[src/rtl/wtb_mem_sched_if.sv]
// Bundle of voice, loader and wavetable-memory signals around the wavetable scheduler.
// master is the scheduler side, slave is the voices/loader/memory side.
interface wtb_mem_sched_if #(
  parameter int VOICE_NUM = 4,
  parameter int ADDR_W    = 13,
  parameter int DATA_W    = 8
);
  logic                        sampleRate;
  logic [VOICE_NUM*ADDR_W-1:0] voiceAddr;
  logic [VOICE_NUM-1:0]        voiceActive;
  logic                        ldReq;
  logic [ADDR_W-1:0]           ldAddr;
  logic [DATA_W-1:0]           ldData;
  logic                        ldGnt;
  logic                        memEn;
  logic                        memWe;
  logic [ADDR_W-1:0]           memAddr;
  logic [DATA_W-1:0]           memWdata;
  logic [DATA_W-1:0]           memRdata;
  logic [VOICE_NUM*DATA_W-1:0] sampleOut;
  logic                        sampleValid;
  logic                        busy;
  logic                        overrun;

  modport master (
    input  sampleRate, voiceAddr, voiceActive, ldReq, ldAddr, ldData, memRdata,
    output ldGnt, memEn, memWe, memAddr, memWdata, sampleOut, sampleValid, busy, overrun
  );

  modport slave (
    output sampleRate, voiceAddr, voiceActive, ldReq, ldAddr, ldData, memRdata,
    input  ldGnt, memEn, memWe, memAddr, memWdata, sampleOut, sampleValid, busy, overrun
  );
endinterface

[src/rtl/wtb_mem_sched.sv]
// Shares one single-port wavetable memory between VOICE_NUM voice read slots per sample
// strobe and loader writes granted while no fetch burst is in flight.
module wtb_mem_sched #(
  parameter int VOICE_NUM = 4,
  parameter int ADDR_W    = 13,
  parameter int DATA_W    = 8,
  parameter int RD_LAT    = 2
) (
  input  logic            clk_i,
  input  logic            rst_ni,
  wtb_mem_sched_if.master bus
);
  localparam int SLOT_W = (VOICE_NUM > 1) ? $clog2(VOICE_NUM) : 1;
  localparam int CNT_W  = 3;

  typedef enum logic [1:0] {IDLE, ISSUE, DRAIN} state_t;

  state_t                      state_q;
  logic [SLOT_W-1:0]           slot_q;
  logic [CNT_W-1:0]            drainCnt_q;
  logic [VOICE_NUM*ADDR_W-1:0] shadowAddr_q;
  logic [VOICE_NUM-1:0]        shadowActive_q;
  logic                        pipeValid_q [RD_LAT];
  logic [SLOT_W-1:0]           pipeIdx_q   [RD_LAT];
  logic [VOICE_NUM*DATA_W-1:0] capture_q;
  logic [VOICE_NUM*DATA_W-1:0] captureD;
  logic [VOICE_NUM*DATA_W-1:0] sampleOut_q;
  logic                        sampleValid_q;
  logic                        busy_q;
  logic                        overrun_q;
  logic                        issueRead;
  logic                        canAccept;

  // busy_q stays high through the publish cycle, so that cycle still rejects strobes and writes
  assign canAccept = (state_q == IDLE) && !busy_q;
  assign issueRead = (state_q == ISSUE) && shadowActive_q[slot_q];

  always_comb begin
    bus.ldGnt    = 1'b0;
    bus.memEn    = 1'b0;
    bus.memWe    = 1'b0;
    bus.memAddr  = '0;
    bus.memWdata = '0;
    if (state_q == ISSUE) begin
      bus.memEn   = issueRead;
      bus.memAddr = shadowAddr_q[int'(slot_q)*ADDR_W +: ADDR_W];
    end else if (canAccept && !bus.sampleRate && bus.ldReq) begin
      bus.ldGnt    = 1'b1;
      bus.memEn    = 1'b1;
      bus.memWe    = 1'b1;
      bus.memAddr  = bus.ldAddr;
      bus.memWdata = bus.ldData;
    end
  end

  always_comb begin
    captureD = capture_q;
    if ((state_q == ISSUE) && !shadowActive_q[slot_q]) begin
      captureD[int'(slot_q)*DATA_W +: DATA_W] = '0;
    end
    if (pipeValid_q[RD_LAT-1]) begin
      captureD[int'(pipeIdx_q[RD_LAT-1])*DATA_W +: DATA_W] = bus.memRdata;
    end
  end

  always_ff @(posedge clk_i or negedge rst_ni) begin
    if (!rst_ni) begin
      state_q        <= IDLE;
      slot_q         <= '0;
      drainCnt_q     <= '0;
      shadowAddr_q   <= '0;
      shadowActive_q <= '0;
      capture_q      <= '0;
      sampleOut_q    <= '0;
      sampleValid_q  <= 1'b0;
      busy_q         <= 1'b0;
      overrun_q      <= 1'b0;
      for (int k = 0; k < RD_LAT; k++) begin
        pipeValid_q[k] <= 1'b0;
        pipeIdx_q[k]   <= '0;
      end
    end else begin
      sampleValid_q <= 1'b0;
      capture_q     <= captureD;
      for (int k = RD_LAT - 1; k > 0; k--) begin
        pipeValid_q[k] <= pipeValid_q[k-1];
        pipeIdx_q[k]   <= pipeIdx_q[k-1];
      end
      pipeValid_q[0] <= issueRead;
      pipeIdx_q[0]   <= slot_q;

      if (bus.sampleRate && busy_q) begin
        overrun_q <= 1'b1;
      end
      if (sampleValid_q) begin
        busy_q <= 1'b0;
      end

      case (state_q)
        IDLE: begin
          if (bus.sampleRate && !busy_q) begin
            shadowAddr_q   <= bus.voiceAddr;
            shadowActive_q <= bus.voiceActive;
            slot_q         <= '0;
            busy_q         <= 1'b1;
            state_q        <= ISSUE;
          end
        end
        ISSUE: begin
          if (slot_q == SLOT_W'(VOICE_NUM - 1)) begin
            drainCnt_q <= CNT_W'(RD_LAT);
            state_q    <= DRAIN;
          end else begin
            slot_q <= slot_q + 1'b1;
          end
        end
        DRAIN: begin
          drainCnt_q <= drainCnt_q - 1'b1;
          // The last read lands in this cycle, so publish the merged capture buffer
          if (drainCnt_q == CNT_W'(1)) begin
            sampleOut_q   <= captureD;
            sampleValid_q <= 1'b1;
            state_q       <= IDLE;
          end
        end
        default: state_q <= IDLE;
      endcase
    end
  end

  assign bus.sampleOut   = sampleOut_q;
  assign bus.sampleValid = sampleValid_q;
  assign bus.busy        = busy_q;
  assign bus.overrun     = overrun_q;
endmodule

[src/flat_wrapper.sv]
// flat-port wrapper written by rule: the top's interface ports become plain ports
module wtb_mem_sched_flat 
#(
  parameter int VOICE_NUM = 4,
  parameter int ADDR_W    = 13,
  parameter int DATA_W    = 8,
  parameter int RD_LAT    = 2
)
  (clk_i, rst_ni, bus_sampleRate, bus_voiceAddr, bus_voiceActive, bus_ldReq, bus_ldAddr, bus_ldData, bus_memRdata, bus_ldGnt, bus_memEn, bus_memWe, bus_memAddr, bus_memWdata, bus_sampleOut, bus_sampleValid, bus_busy, bus_overrun);
  wtb_mem_sched_if #(.VOICE_NUM(VOICE_NUM), .ADDR_W(ADDR_W), .DATA_W(DATA_W)) bus_i ();
  input  logic clk_i;
  input  logic rst_ni;
  input wire logic [$bits(bus_i.sampleRate)-1:0] bus_sampleRate;
  input wire logic [$bits(bus_i.voiceAddr)-1:0] bus_voiceAddr;
  input wire logic [$bits(bus_i.voiceActive)-1:0] bus_voiceActive;
  input wire logic [$bits(bus_i.ldReq)-1:0] bus_ldReq;
  input wire logic [$bits(bus_i.ldAddr)-1:0] bus_ldAddr;
  input wire logic [$bits(bus_i.ldData)-1:0] bus_ldData;
  input wire logic [$bits(bus_i.memRdata)-1:0] bus_memRdata;
  output wire logic [$bits(bus_i.ldGnt)-1:0] bus_ldGnt;
  output wire logic [$bits(bus_i.memEn)-1:0] bus_memEn;
  output wire logic [$bits(bus_i.memWe)-1:0] bus_memWe;
  output wire logic [$bits(bus_i.memAddr)-1:0] bus_memAddr;
  output wire logic [$bits(bus_i.memWdata)-1:0] bus_memWdata;
  output wire logic [$bits(bus_i.sampleOut)-1:0] bus_sampleOut;
  output wire logic [$bits(bus_i.sampleValid)-1:0] bus_sampleValid;
  output wire logic [$bits(bus_i.busy)-1:0] bus_busy;
  output wire logic [$bits(bus_i.overrun)-1:0] bus_overrun;
  assign bus_i.sampleRate = bus_sampleRate;
  assign bus_i.voiceAddr = bus_voiceAddr;
  assign bus_i.voiceActive = bus_voiceActive;
  assign bus_i.ldReq = bus_ldReq;
  assign bus_i.ldAddr = bus_ldAddr;
  assign bus_i.ldData = bus_ldData;
  assign bus_i.memRdata = bus_memRdata;
  assign bus_ldGnt = bus_i.ldGnt;
  assign bus_memEn = bus_i.memEn;
  assign bus_memWe = bus_i.memWe;
  assign bus_memAddr = bus_i.memAddr;
  assign bus_memWdata = bus_i.memWdata;
  assign bus_sampleOut = bus_i.sampleOut;
  assign bus_sampleValid = bus_i.sampleValid;
  assign bus_busy = bus_i.busy;
  assign bus_overrun = bus_i.overrun;
  wtb_mem_sched #(.VOICE_NUM(VOICE_NUM), .ADDR_W(ADDR_W), .DATA_W(DATA_W), .RD_LAT(RD_LAT)) u_core (.clk_i(clk_i), .rst_ni(rst_ni), .bus(bus_i));
endmodule
[config.mk]
export PLATFORM = sky130hd
export DESIGN_NAME = wtb_mem_sched_flat
export DESIGN_NICKNAME = d
export VERILOG_FILES = /design/src/rtl/wtb_mem_sched_if.sv /design/src/rtl/wtb_mem_sched.sv /design/src/flat_wrapper.sv
export SDC_FILE = /design/constraint.sdc
export NUM_CORES = 1
export LEC_CHECK = 0
export CAP_MARGIN = 20
export CORE_ASPECT_RATIO = 1.75
export CORE_MARGIN = 5
export CORE_UTILIZATION = 55
export DETAILED_ROUTE_END_ITERATION = 12
export DONT_BUFFER_PORTS = 1
export PLACE_DENSITY = 0.77
export SLEW_MARGIN = 20
export SYNTH_ARGS = -nofsm -noshare
export SYNTH_HDL_FRONTEND = slang
export SYNTH_SLANG_ARGS = --single-unit
[constraint.sdc]
create_clock -name clk_i -period 4.64 [get_ports clk_i]
set_input_delay 0.696 -clock clk_i [delete_from_list [all_inputs] [get_ports clk_i]]
set_output_delay 0.696 -clock clk_i [all_outputs]
set_load 0.01 [all_outputs]
# ---- Word level (Yosys, flattened, before mapping)
# Cells that the tools add are included.
dict set report word_totals {
  reg_bits 136
  latch_bits 0
  ramBits 0
  rom_bits 0
  inputBits 89
  out_inout_bits 59
  elab_cells 78
  mem_count 0
}
dict set report classes {
  n_addsub 4
  n_mul 1
  n_div 0
  n_lt_le_gt_ge 1
  n_eq_ne 8
  n_shift 5
  mux 27
  bitwise_logic 0
  n_reduce_logical 18
}
# cell n
set ops {}
lappend ops {{$neg A5 Y33} 2}
lappend ops {{$shift A8 B33 Y32 const A} 2}
lappend ops {{$bwmux W32} 2}
lappend ops {{$mux W32} 2}
lappend ops {{$shiftx A52 B32 Y13} 1}
lappend ops {{$shiftx A8 B33 Y32} 1}
lappend ops {{$shiftx A8 B33 Y32 const A} 1}
lappend ops {{$mux W13} 2}
lappend ops {{$mux W8} 2}
lappend ops {{$mux W2} 5}
lappend ops {{$mux W1} 9}
lappend ops {{$logic_and A1 B1 Y1} 7}
lappend ops {{$mul A2 B4 Y6 const B} 1}
lappend ops {{$ne A2 B2 Y1 const B} 3}
lappend ops {{$pmux W2 S3} 1}
lappend ops {{$pmux W3 S2} 1}
lappend ops {{$reduce_and A2 Y1} 3}
lappend ops {{$reduce_and A3 Y1} 2}
lappend ops {{$eq A2 B2 Y1 const B} 2}
lappend ops {{$pmux W2 S2} 1}
lappend ops {{$reduce_bool A2 Y1} 2}
lappend ops {{$eq A3 B1 Y1 const B} 1}
lappend ops {{$logic_not A1 Y1} 3}
lappend ops {{$lt A2 B3 Y1 const B} 1}
lappend ops {{other kinds (7)} 7}

# ---- Logic depth before layout (Yosys ltp)
# Gate-level depths: netlist of run 1.
dict set report logic_depth {
  ltp_word 7
  depth_mapped 8
  ltp_nobuf 6
}

# ---- Least setup slack after synthesis of run 1
# Ideal clock, no wire load.
dict set report synth_path {
  path_kind {input to output}
  from {in bus_sampleRate}
  to {out bus_memWdata[0]}
  arrival_time_ps 1632
  t_required_ps 3944
  path_slack_ps 2312
  path_stages 4
  path_buffers 1
  cell_sequence {nand2b_1 > nor4_2 > clkbuf_1 > and2_1}
}
dict set report synth_via {
  elab_chain_len 5
}
# element line
set synth_lines {}
lappend synth_lines {{from (decl)} flat_wrapper.sv:13} ;# input wire logic [$bits(bus_i.sampleRate)-1:0] bus_sampleRate;
lappend synth_lines {{$logic_not A1 Y1} wtb_mem_sched.sv:47} ;# end else if (canAccept && !bus.sampleRate && bus.ldReq) begin
lappend synth_lines {{$logic_and A1 B1 Y1 (2 in a row)} wtb_mem_sched.sv:47}
lappend synth_lines {{$mux W8} wtb_mem_sched.sv:47}
lappend synth_lines {{$mux W8} wtb_mem_sched.sv:44} ;# if (state_q == ISSUE) begin
lappend synth_lines {{to (decl)} flat_wrapper.sv:24} ;# output wire logic [$bits(bus_i.memWdata)-1:0] bus_memWdata;
# No other way between the ends.

# ---- Worst setup path after layout of run 1
dict set report layout_path {
  from {reg u_core.slot_q[1]}
  to {out bus_memEn}
}
dict set report layout_via {
  elab_chain_len 4
}
# element line
set layout_lines {}
lappend layout_lines {{from (decl)} wtb_mem_sched.sv:19} ;# logic [SLOT_W-1:0] slot_q;
lappend layout_lines {{from (signal assigned)} wtb_mem_sched.sv:114} ;# slot_q <= slot_q + 1'b1;
lappend layout_lines {{$bmux W1 S2} wtb_mem_sched.sv:36} ;# assign issueRead = (state_q == ISSUE) && shadowActive_q[slot_q];
lappend layout_lines {{$mux W1 (not written as such)} wtb_mem_sched.sv:36}
lappend layout_lines {{$logic_and A1 B1 Y1} wtb_mem_sched.sv:36}
lappend layout_lines {{$mux W1} wtb_mem_sched.sv:44}
lappend layout_lines {{to (decl)} flat_wrapper.sv:21} ;# output wire logic [$bits(bus_i.memEn)-1:0] bus_memEn;
# No other way between the ends. The select of a mux whose other input is x is not followed.

==> results.txt, run 1 <==
- The die covers 13,800 um^2.
- Counting flops with an async set or reset pin after synthesis yields a share of 100%.
- Summed instance area of the synthesized netlist: 6310 um^2
- Clock latency on the worst-skew pair: 0.41 ns
* Count of unresolved DRC violations after routing: 0
- The routed design has 14.3 mm of wire.
- Share of cells above drive strength 1: 17.8%
- Post-synth net total: 635
- The flow ran to the end, and the final reports show no timing, DRC or antenna violations.
- Setup violations remaining at the end of the flow were counted as 0.
* Critical path required time: 3.94 ns
* DRT antenna net count: 0
- CP Launch Type: register
* Cell with the biggest individual delay on the critical path: dfrtp_1
- Global routing usage summed across all routing layers: 21.5%
* Global-route wire length before repair: 23.5 mm
- Dividing the synthesized area by the synthesized cell count gives 11.8 um^2.
- Total of flip-flops plus latches after synthesis: 136
- In this run the deepest clock path goes through 2 buffers.
* Start point of the critical path: u_core.slot_q[1]$_DFFE_PN0P_
- Critical R2R Launch: u_core.slot_q[1]$_DFFE_PN0P_
- After layout, the minimum clock period comes to 2.95 ns.
* Post-CTS Setup Inserts: 0
- The most used flip-flop cell after synthesis is dfrtp_1.
* Number of hold-slack violations in the final timing report: 0
- Number of antenna violations at the first check in global routing: 0
* Chip Width: 91.0 um
* Share of synthesized area occupied by flip-flops and latches: 53.9%
- After global routing the overflow that remains totals 0.
* Family of cells with the greatest summed delay on the critical path: flip-flops
- VDD sags by at most 0.468 mV.
- From bottom edge to top edge, the die measures 152 um.
- Violation count after the first detailed-route iteration: 180
- Number of standard-cell rows in the floorplan: 51
- The region available for standard cell placement spans 11,200 um^2.
- The critical path is of the register to output port type.
- Max Fclk: 339 MHz
- In the synthesized netlist, the number of instances is 535.
- Once layout is complete, the utilization of the core stands at 62.7%.
* Leakage power: 2.93 nW
- Worst-path maximum fanout: 19
- Counting every sink on the clock net gives 136.
- Counting flops with a built-in enable in the synthesized netlist gives 0.
* Placed wire-length estimate after detailed placement: 10.1 mm
- Setup tns final: 0 ns
- In the final design database the tool counted 623 nets.
* Pin count of the biggest net entering global routing: 137
- Critical path data arrival time: 2.26 ns
* Critical path cell sequence: mux2_2, mux2i_1, o21bai_1
- Total clock buffers created by CTS: 17
- The H-tree was split into 4 levels.
- Maximum cell stage delay along the critical path: 0.93 ns
* Initial standard-cell utilization of the core: 56.5%
- The tree is rooted in a clkbuf_16.
- For this run, the detailed router's first-pass iteration total came to 5.
- Unrepaired setup endpoints after global routing: no
- At the pin with the least slew margin, the transition time is 0.897 ns.
* Syn-to-layout area delta: 10.9%
- Via total after detailed routing: 4,101
- Measured against its own limit, the worst slew margin works out to 40.2%.
- Clock tree from TritonCTS: yes
- In this run the power density over the cells is 659 nW/um^2.
* Placer Congestion: 0.831
- Clock-pin slew was measured on the worst setup and hold paths at 0.06 ns.
* Vias in the first global route: 4,599
* Type of element capturing the critical path: output port
* Hold Crit Class: input pin to async pin
- Port buffering added 0 buffers.
- Worst clock skew: 0.00707 ns
- After layout, the worst path uses 63.6% of the clock period.
- During I/O placement, the number of pins put on the boundary was 148.
- Dividing the detail-routed via count by the number of cells gives 6.15.
* Final Max Slew Viols: 0
* Maximum capacitance violations: 0
- Warnings, synthesis: 0
- The critical path contains buffers and inverters numbering 0 combined.
- Wirelength per Cell: 21.5 um
- 0 antenna diodes ended up in the layout.
- Count of cell types in the netlist: 41
==> flip-flops by register name (all words and copies together), names as in the netlist, 3 cells and up <==
| register | count |
|---|---|
| u_core.shadowActive_q | 4 |
| u_core.pipeIdx_q | 4 |
| u_core.drainCnt_q | 3 |
| u_core.bus.sampleOut | 32 |
| u_core.shadowAddr_q | 52 |
| u_core.capture_q | 32 |
==> cell families (layout without fill, tap and decap cells) <==
kind of cell	after synthesis	after routing	synth area share, %
AOI/OAI and AO/OA	90	90	9.79
xor gates and xnor gates	1	1	0.139
adders and majority gates	11	11	2.18
buffers and inverters	77	77	5.39
DFF	136	136	53.9
muxes	74	74	15.5
and+or+nand+nor	146	146	13.1
==> stage by stage <==
stage	power (W)	hold WS, ns	std cells	setup WS (ns)	cell area, um^2
2_1_floorplan	0.00292	0.331	535	2.31	6310
3_3_place_gp	0.00313	0.332	634	1.87	6340
3_5_place_dp	0.00321	0.336	634	1.81	6340
4_1_cts	0.00465	0.297	666	1.48	6990
5_1_grt	0.00489	0.316	667	1.58	7000
6_report	0.00461	0.243	667	1.69	7000
==> path summary, 6_finish.rpt <==
kind                                                        endpoint  slack [ns]  cells after the start
worst max-delay path                                       bus_memEn        1.69                      3
worst min-delay path            u_core.bus.sampleOut[27]$_DFFE_PN0P_        0.24                      1
worst max register to register        u_core.capture_q[30]$_DFF_PN0_        2.15                      4
worst min register to register         u_core.pipeIdx_q[0]$_DFF_PN0_        0.35                      0
max in group asynchronous               u_core.slot_q[0]$_DFFE_PN0P_        3.88                      1
min in group clk_i                     u_core.pipeIdx_q[0]$_DFF_PN0_        0.35                      0
==> cells in the mapped netlist, types with 5 or more instances <==
master     count  area share, %
ha_1          11            2.2
inv_1         38            2.3
a22o_1        13            1.8
buf_1          6           0.36
o211ai_1      30            3.6
nand3_1       42            3.3
nand4bb_1      5           0.89
nand4b_1       7           0.97
o221ai_1       5           0.69
mux4_2        13            4.6
o21ai_0       33            2.6
nand2_1       43            2.6
mux2_1        19            3.4
nand4_1       19            1.9
buf_2         11           0.87
clkbuf_1      13           0.77
mux2_2        39            7.0
dfrtp_1      136             54
and2_1         8           0.79
nor2b_1        5           0.50
==> report_power, final <==
part	total (W)	internal [W]	switching [W]
clock network	0.00141	0.000909	0.000497
registers	0.00207	0.00166	0.000403
logic	0.00114	0.000586	0.000551
total	0.00461	0.00316	0.00145
==> cells in the final DEF, fill, tap and decap left out, types with 4 or more instances in the layout <==
| master | count |
|---|---|
| mux2_2 | 39 |
| and2_1 | 8 |
| bufinv_16 | 4 |
| nand4_1 | 19 |
| ha_1 | 11 |
| nand4b_1 | 7 |
| inv_1 | 38 |
| o21ai_0 | 33 |
| dfrtp_1 | 135 |
| buf_4 | 4 |
| o211ai_1 | 30 |
| nand4bb_1 | 4 |
| a22o_1 | 13 |
| nand2b_1 | 4 |
| nor2b_1 | 5 |
| mux2_1 | 19 |
| clkbuf_16 | 17 |
| nand3_1 | 42 |
| nand2_1 | 43 |
| o221ai_1 | 5 |
| mux4_2 | 13 |
| nor4bb_1 | 4 |
==> timing repair <==
action	4_1_cts	5_1_grt
resized for setup	0	0
hold buffers	1	0
hold endpoints to repair	136	0
==> cell type report <==
| class | count | area (um^2) |
|---|---|---|
| Clock buffer | 19 | 443 |
| Fill cell | 838 | 4170 |
| Timing Repair Buffer | 6 | 68.8 |
| Clock inverter | 12 | 176 |
| Tap cell | 132 | 165 |
| Sequential cell | 136 | 3400 |
| Inverter | 40 | 150 |
| Multi-Input combinational cell | 322 | 2590 |
==> routing by layer <==
| metal | GRT usage, % | wire length, um | up-vias |
|---|---|---|---|
| met2 | 37.9 | 7700 | 147 |
| met5 | 0 | 0 | - |
| met1 | 23.0 | 5060 | 2026 |
| li1 | - | - | 1899 |
| met4 | 8.59 | 351 | 0 |
| met3 | 8.20 | 1210 | 29 |
Note: power is estimated with default switching activity, not from simulation.
==> run 2, diff against run 1 <==
--- a/config.mk
+++ b/config.mk
@@ -11,7 +11,7 @@
 export CORE_UTILIZATION = 55
 export DETAILED_ROUTE_END_ITERATION = 12
 export DONT_BUFFER_PORTS = 1
-export PLACE_DENSITY = 0.77
+export PLACE_DENSITY = 0.8
 export SLEW_MARGIN = 20
 export SYNTH_ARGS = -nofsm -noshare
 export SYNTH_HDL_FRONTEND = slang
==> constraint.sdc (replaced) <==
create_clock -name clk_i -period 2.6 [get_ports clk_i]
set_input_delay 0.39 -clock clk_i [delete_from_list [all_inputs] [get_ports clk_i]]
set_output_delay 0.39 -clock clk_i [all_outputs]
set_load 0.01 [all_outputs]
==> run 2 against run 1 <==
  * Global-route usage up 0.64 points
  * Critical path type unchanged
  * Sequential cell count did not move
  * Count of clock-buffer cells in the layout is 1 higher
  * First-iteration DRC count is 52% higher
  * Highest routed layer unchanged
  * Combinational power increased by 89%
  * The flow now finishes with violations (negative hold slack)
  * Design area barely moved
  * Clock skew is essentially flat
==> results.txt, run 2 (synthesis results as in run 1) <==
- CTS H-tree depth: 4
- The number of hold violations in the final report is 136.
- DR vias/cell: 6.29
- Clock tree from TritonCTS: yes
- Violation count after the first detailed-route iteration: 274
* Number of placed instances, taps included: 643
- Summed over all failing endpoints, the final setup total negative slack is 0 ns.
- The floorplan step defined a die boundary enclosing 13,800 um^2.
* Placer Congestion: 0.855
* Buffers plus inverters on the worst setup path: 1
- Hold timing on the final database bottoms out at a slack of -0.323 ns.
* Clock-pin slew on the worst setup and hold paths: 0.06 ns
* Max Fclk: 416 MHz
- Remaining max-slew budget at the tightest pin: 56.6%
* Total routed wirelength: 14.8 mm
* Total clock buffers created by CTS: 17
- Dividing the detail-routed wire length by the instance count gives 21.9 um.
- Type of element capturing the critical path: output port
- Core Footprint: 11,200 um^2
- After detailed routing, the number of remaining DRC violations is 0.
* Most frequent standard cell in the layout excluding fill and tap cells: dfrtp_1
- Final setup fails: 0
- Subtracting the final worst setup slack from the clock period gives 2.41 ns.
- Number of placed I/O pins: 148
- Maximum capacitance violations: 0
- Number of antenna violations at the first check in global routing: 0
* Count of input and output buffers: 0
- Top reg by flops: u_core.shadowAddr_q
- Unrepaired setup endpoints after global routing: no
- Clock tree synthesis found a total of 136 sinks.
* Most frequent cells in the layout: dfrtp_1 (135), nand2_1 (43), nand3_1 (42)
* Setup CP Type: register to output port
* Critical path cell sequence: nor4_4, buf_4, a22o_1
- The post-route netlist has 18.8% of its cells at a drive strength greater than 1.
* Cell with the biggest individual delay on the critical path: dfrtp_1
* Diodes inserted: 0
- Final Max Slew Viols: 0
* Clock latency on the worst-skew pair: 0.41 ns
- In this run the deepest clock path goes through 2 buffers.
- Leakage power: 2.94 nW
- STA classifies the critical path startpoint as a register.
- The die is 152 um tall.
- The kind of cell with the highest combined delay along the critical path is flip-flops.
- For this run, the post-layout net count is 630.
- Dividing total power by cell area gives a power density of 1160 nW/um^2.
- For the pin with the worst max-slew slack, the measured transition is 0.651 ns.
* Largest register FFs: 52
- Number of standard-cell rows in the floorplan: 51
* Critical path required time: 2.21 ns
* Post-layout instance count excluding filler cells: 674
- Via total after detailed routing: 4,242
- Entering global routing, the biggest net connects 137 pins.
* Detailed-router iteration count before antenna repair: 4
- After layout, the worst path uses 92.5% of the clock period.
- The area growth from synthesis to layout is 10.9%.
- Once detailed placement completed, the half-perimeter wirelength came to 10.5 mm.
* Maximum cell stage delay along the critical path: 0.61 ns
* Worst-path maximum fanout: 18
- DRT antenna net count: 0
- Measured on the finished design, the core utilization comes to 62.7%.
* Hold Crit Class: input pin to async pin
- Global-route wire length before repair: 24.1 mm
- The flow ran to the end, but the final reports show violations.
* Violations in the final reports: negative hold slack
* Global routing usage summed across all routing layers: 22.1%
- Vias in the first global route: 4,642
- Chip Width: 91.0 um
- In this run the clock root is driven by a clkbuf_16.
* Critical path data arrival time: 2.02 ns
* IR drop worst, VDD: 0.709 mV
- Global routing finished with a remaining overflow of 0.
- Layout filler cell count: 821
- The initial utilization of the core area, before any placement, comes to 56.5%.
- Clock skew on the completed layout was measured at 0.00692 ns.
-- run 2: final timing paths --
check                                               from                             endpoint  slack [ns]  cells past startpoint
max                        u_core.state_q[1]$_DFFE_PN0P_                       bus_memAddr[7]        0.19                      3
min reg2reg                u_core.pipeIdx_q[2]$_DFF_PN0_        u_core.pipeIdx_q[0]$_DFF_PN0_        0.35                      0
max reg2reg                u_core.pipeIdx_q[0]$_DFF_PN0_  u_core.bus.sampleOut[4]$_DFFE_PN0P_        0.33                      5
min                                               rst_ni       u_core.capture_q[31]$_DFF_PN0_       -0.32                      0
min in group clk_i                     bus_voiceAddr[44]  u_core.shadowAddr_q[44]$_DFFE_PN0P_        0.11                      1
max in group asynchronous                         rst_ni  u_core.shadowAddr_q[12]$_DFFE_PN0P_        2.76                      0
-- run 2: report_power, final --
group | internal, W | leakage (nW) | total, W | switching (W)
Clock | 0.00146 | 0.278 | 0.00235 | 0.000898
Combinational | 0.00110 | 1.05 | 0.00216 | 0.00106
Sequential | 0.00297 | 1.62 | 0.00362 | 0.000646
-- run 2: metrics by stage --
step                      hold WS [ns]  instance area [um^2]  worst slack [ns]  total power, W
after global placement          0.0984                  6420             0.468         0.00563
after detailed placement        0.0977                  6420             0.364         0.00580
after CTS                       -0.342                  7000            0.0352         0.00818
final                           -0.323                  7000             0.194         0.00813
after global routing            -0.346                  7000            0.0499         0.00861
after floorplan                 0.0944                  6310             0.694         0.00520
-- run 2: area by class of cell --
cell class	instances	area (um^2)	area share [%]
sequential	136	3400	48.6
multi-input combinational	322	2590	37.0
tap	132	165	2.36
clock inverter	11	124	1.77
inverter	40	150	2.14
clock buffer	20	457	6.52
timing repair buffer	13	110	1.57
-- run 2: worst register-to-register path, stage by stage (launching register included) --
cell      delay (ns)
dfrtp_1         0.43
clkinv_1        0.31
ha_1            0.55
nor2_1          0.46
nand4_1         0.20
o211ai_1        0.24
-- run 2: timing repair --
item                                    4_1_cts  5_1_grt
buffers inserted                              0        0
hold endpoints to repair                    136      136
gates resized for setup                       0        1
endpoints found under the setup margin        0       13
-- run 2: per-layer routing --
layer	routed length [um]	global-route usage, %
met1	5230	23.6
met3	1100	7.81
met4	489	9.54
met2	7940	39.2
met5	0	0
==> run 3, diff against run 2 <==
--- a/config.mk
+++ b/config.mk
@@ -6,7 +6,6 @@
 export NUM_CORES = 1
 export LEC_CHECK = 0
 export CAP_MARGIN = 20
-export CORE_ASPECT_RATIO = 1.75
 export CORE_MARGIN = 5
 export CORE_UTILIZATION = 55
 export DETAILED_ROUTE_END_ITERATION = 12
==> run 3 against run 2 <==
  * The run still ends with negative hold slack left
  * First-iteration DRC count rose by 37%
  * Via count fell by 0.21%
  * Highest routed layer unchanged
  * Register-to-register slack got worse by 0.03 ns
  * Die area fell by 0.61%
  * Final cell count rose by 1.8%
  * Non-clock buffer count fell by 1
  * Core utilization fell by 0.50 points
  * Sequential share of layout area fell by 0.26 points
  * Combinational power fell by 3%
  * Count of clock-buffer cells in the layout rose by 1
  * Wire length fell by 4.0%
  * Largest cell class unchanged
==> results.txt, run 3 (synthesis results as in run 1) <==
- The run finished, with violations left.
* Violations in the final reports: negative hold slack
- On the final layout, the worst hold slack is -0.338 ns.
- Share of cells above drive strength 1: 19.2%
- At the pin with the least slew margin, the transition time is 0.719 ns.
* Placed wire-length estimate after detailed placement: 10.1 mm
- CTS H-tree depth: 4
* Worst-path maximum fanout: 10
- Max Fclk: 428 MHz
- The first global-routing pass estimated 23.2 mm of wire.
- STA classifies the critical path startpoint as a register.
* Core Footprint: 11,300 um^2
- Once the floorplan was initialized, standard cells occupied 55.7% of the core.
* Violation count after the first detailed-route iteration: 375
* Count of unresolved DRC violations after routing: 0
- Placer Congestion: 0.810
- In the final routed layout, each cell accounts on average for 20.7 um.
- No sink is reached through more buffers than the 2 on the longest clock path.
* Setup tns final: 0 ns
- Global routing usage summed across all routing layers: 22.1%
* Syn-to-layout area delta: 11.6%
- Counting both buffers and inverters, the worst setup path holds a total of 1.
- The routed layout has 4,233 vias.
- Largest register FFs: 52
- Setup repair after global routing left no endpoint under its margin.
- Setup CP Type: register to output port
- The worst setup path is captured at an output port.
* Leakage power: 2.96 nW
- The count of final max-slew check failures came to 0.
- Number of antenna violations at the first check in global routing: 1
* Post-CTS Setup Inserts: 0
* Final setup fails: 0
- DR vias/cell: 6.17
* Total clock buffers created by CTS: 17
- Number of standard-cell rows in the floorplan: 39
- The die is 117 um tall.
- Cell with the biggest individual delay on the critical path: dfrtp_2
* Clock-pin slew on the worst setup and hold paths: 0.06 ns
- Layout Nets: 629
* Critical path required time: 2.21 ns
- On the worst path, the slowest cell contributes a delay of 0.53 ns.
- Critical path cell sequence: buf_4, mux4_2, a22o_1
* Clock latency on the worst-skew pair: 0.42 ns
* DRT antenna net count: 0
* Remaining max-slew budget at the tightest pin: 52.1%
* Util after Layout: 62.2%
- The worst path in the final design needs a cycle of 2.34 ns, including I/O delays and setup.
- Total overflow reported by the global router: 0
* Ratio of final minimum period to clock period: 89.9%
- In this run the tool buffered the top-level ports with 0 buffer cells.
* Number of placed I/O pins: 148
- Vias in the first global route: 4,465
* Maximum capacitance violations: 0
- Most frequent cells in the layout: dfrtp_1 (134), nand2_1 (43), nand3_1 (42)
- From left edge to right edge, the die measures 117 um.
- The routed design has 14.2 mm of wire.
* Most frequent standard cell in the layout excluding fill and tap cells: dfrtp_1
- Top reg by flops: u_core.shadowAddr_q
- The root buffer cell chosen for the clock tree is clkbuf_16.
- Data arrives at the worst endpoint at 1.95 ns.
* IR drop worst, VDD: 0.699 mV
* Clock tree from TritonCTS: yes
- Worst clock skew: 0.00630 ns
- Family of cells with the greatest summed delay on the critical path: flip-flops
* Detailed-router iteration count before antenna repair: 4
- Total power divided by cell area: 1170 nW/um^2
- Die area: 13,700 um^2
- The number of hold violations in the final report was 136.
- Entering global routing, the biggest net connects 137 pins.
- For this design, the sink count on the clock tree is 136.
- The min-delay analysis places its worst path in the category input pin to async pin.
run 3: report_power, final:
group / internal (W) / switching (W)
sequential: 0.00297 / 0.000676
clock: 0.00161 / 0.000894
combinational: 0.00108 / 0.00101
run 3: worst paths after layout:
kind	start	end	slack [ns]	cells after the start
setup / recovery	u_core.slot_q[0]$_DFFE_PN0P_	bus_memAddr[1]	0.26	3
hold / removal	rst_ni	u_core.bus.sampleOut[18]$_DFFE_PN0P_	-0.34	0
setup reg to reg	u_core.pipeIdx_q[0]$_DFF_PN0_	u_core.bus.sampleOut[13]$_DFFE_PN0P_	0.30	5
hold reg to reg	u_core.pipeValid_q[1]$_DFF_PN0_	u_core.pipeValid_q[0]$_DFF_PN0_	0.35	0
max in group asynchronous	rst_ni	u_core.slot_q[0]$_DFFE_PN0P_	2.76	0
min in group clk_i	bus_sampleRate	u_core.bus.overrun$_DFFE_PN0P_	0.09	1
run 3: routing by layer:
| metal | part of all wire, % | vias to the layer above | global-route usage, % | wire [um] |
|---|---|---|---|---|
| li1 | - | 1928 | - | - |
| met1 | 39 | 2110 | 27.2 | 5580 |
| met2 | 48 | 165 | 34.2 | 6830 |
| met3 | 9.6 | 30 | 9.36 | 1370 |
| met4 | 2.7 | 0 | 9.94 | 388 |
| met5 | 0 | - | 0 | 0 |
run 3: final cells by class:
| class | instances | area [um^2] |
|---|---|---|
| diodes | 1 | 2.50 |
| clock buffers | 21 | 480 |
| clock inverters | 11 | 143 |
| fillers | 867 | 4280 |
| inverters | 40 | 150 |
| multi-input cells | 322 | 2590 |
| flip-flops and latches | 136 | 3410 |
| well taps | 143 | 179 |
| repair buffers | 12 | 90.1 |
run 3: repair_timing:
item / in CTS / in global routing
endpoints found under the hold margin: 136 / 136
setup endpoints to repair: 0 / 9
gates resized for setup: 0 / 2
run 3: per-stage QoR:
| step | cell area, um^2 | hold WS [ns] | total power, W | instances | setup WS [ns] |
|---|---|---|---|---|---|
| floorplan | 6310 | 0.0944 | 0.00520 | 535 | 0.694 |
| global placement | 6410 | 0.0978 | 0.00560 | 653 | 0.522 |
| detailed placement | 6410 | 0.0977 | 0.00576 | 653 | 0.372 |
| CTS | 7040 | -0.351 | 0.00828 | 685 | 0.0547 |
| global route | 7040 | -0.356 | 0.00874 | 686 | 0.0586 |
| finish | 7040 | -0.338 | 0.00823 | 686 | 0.263 |
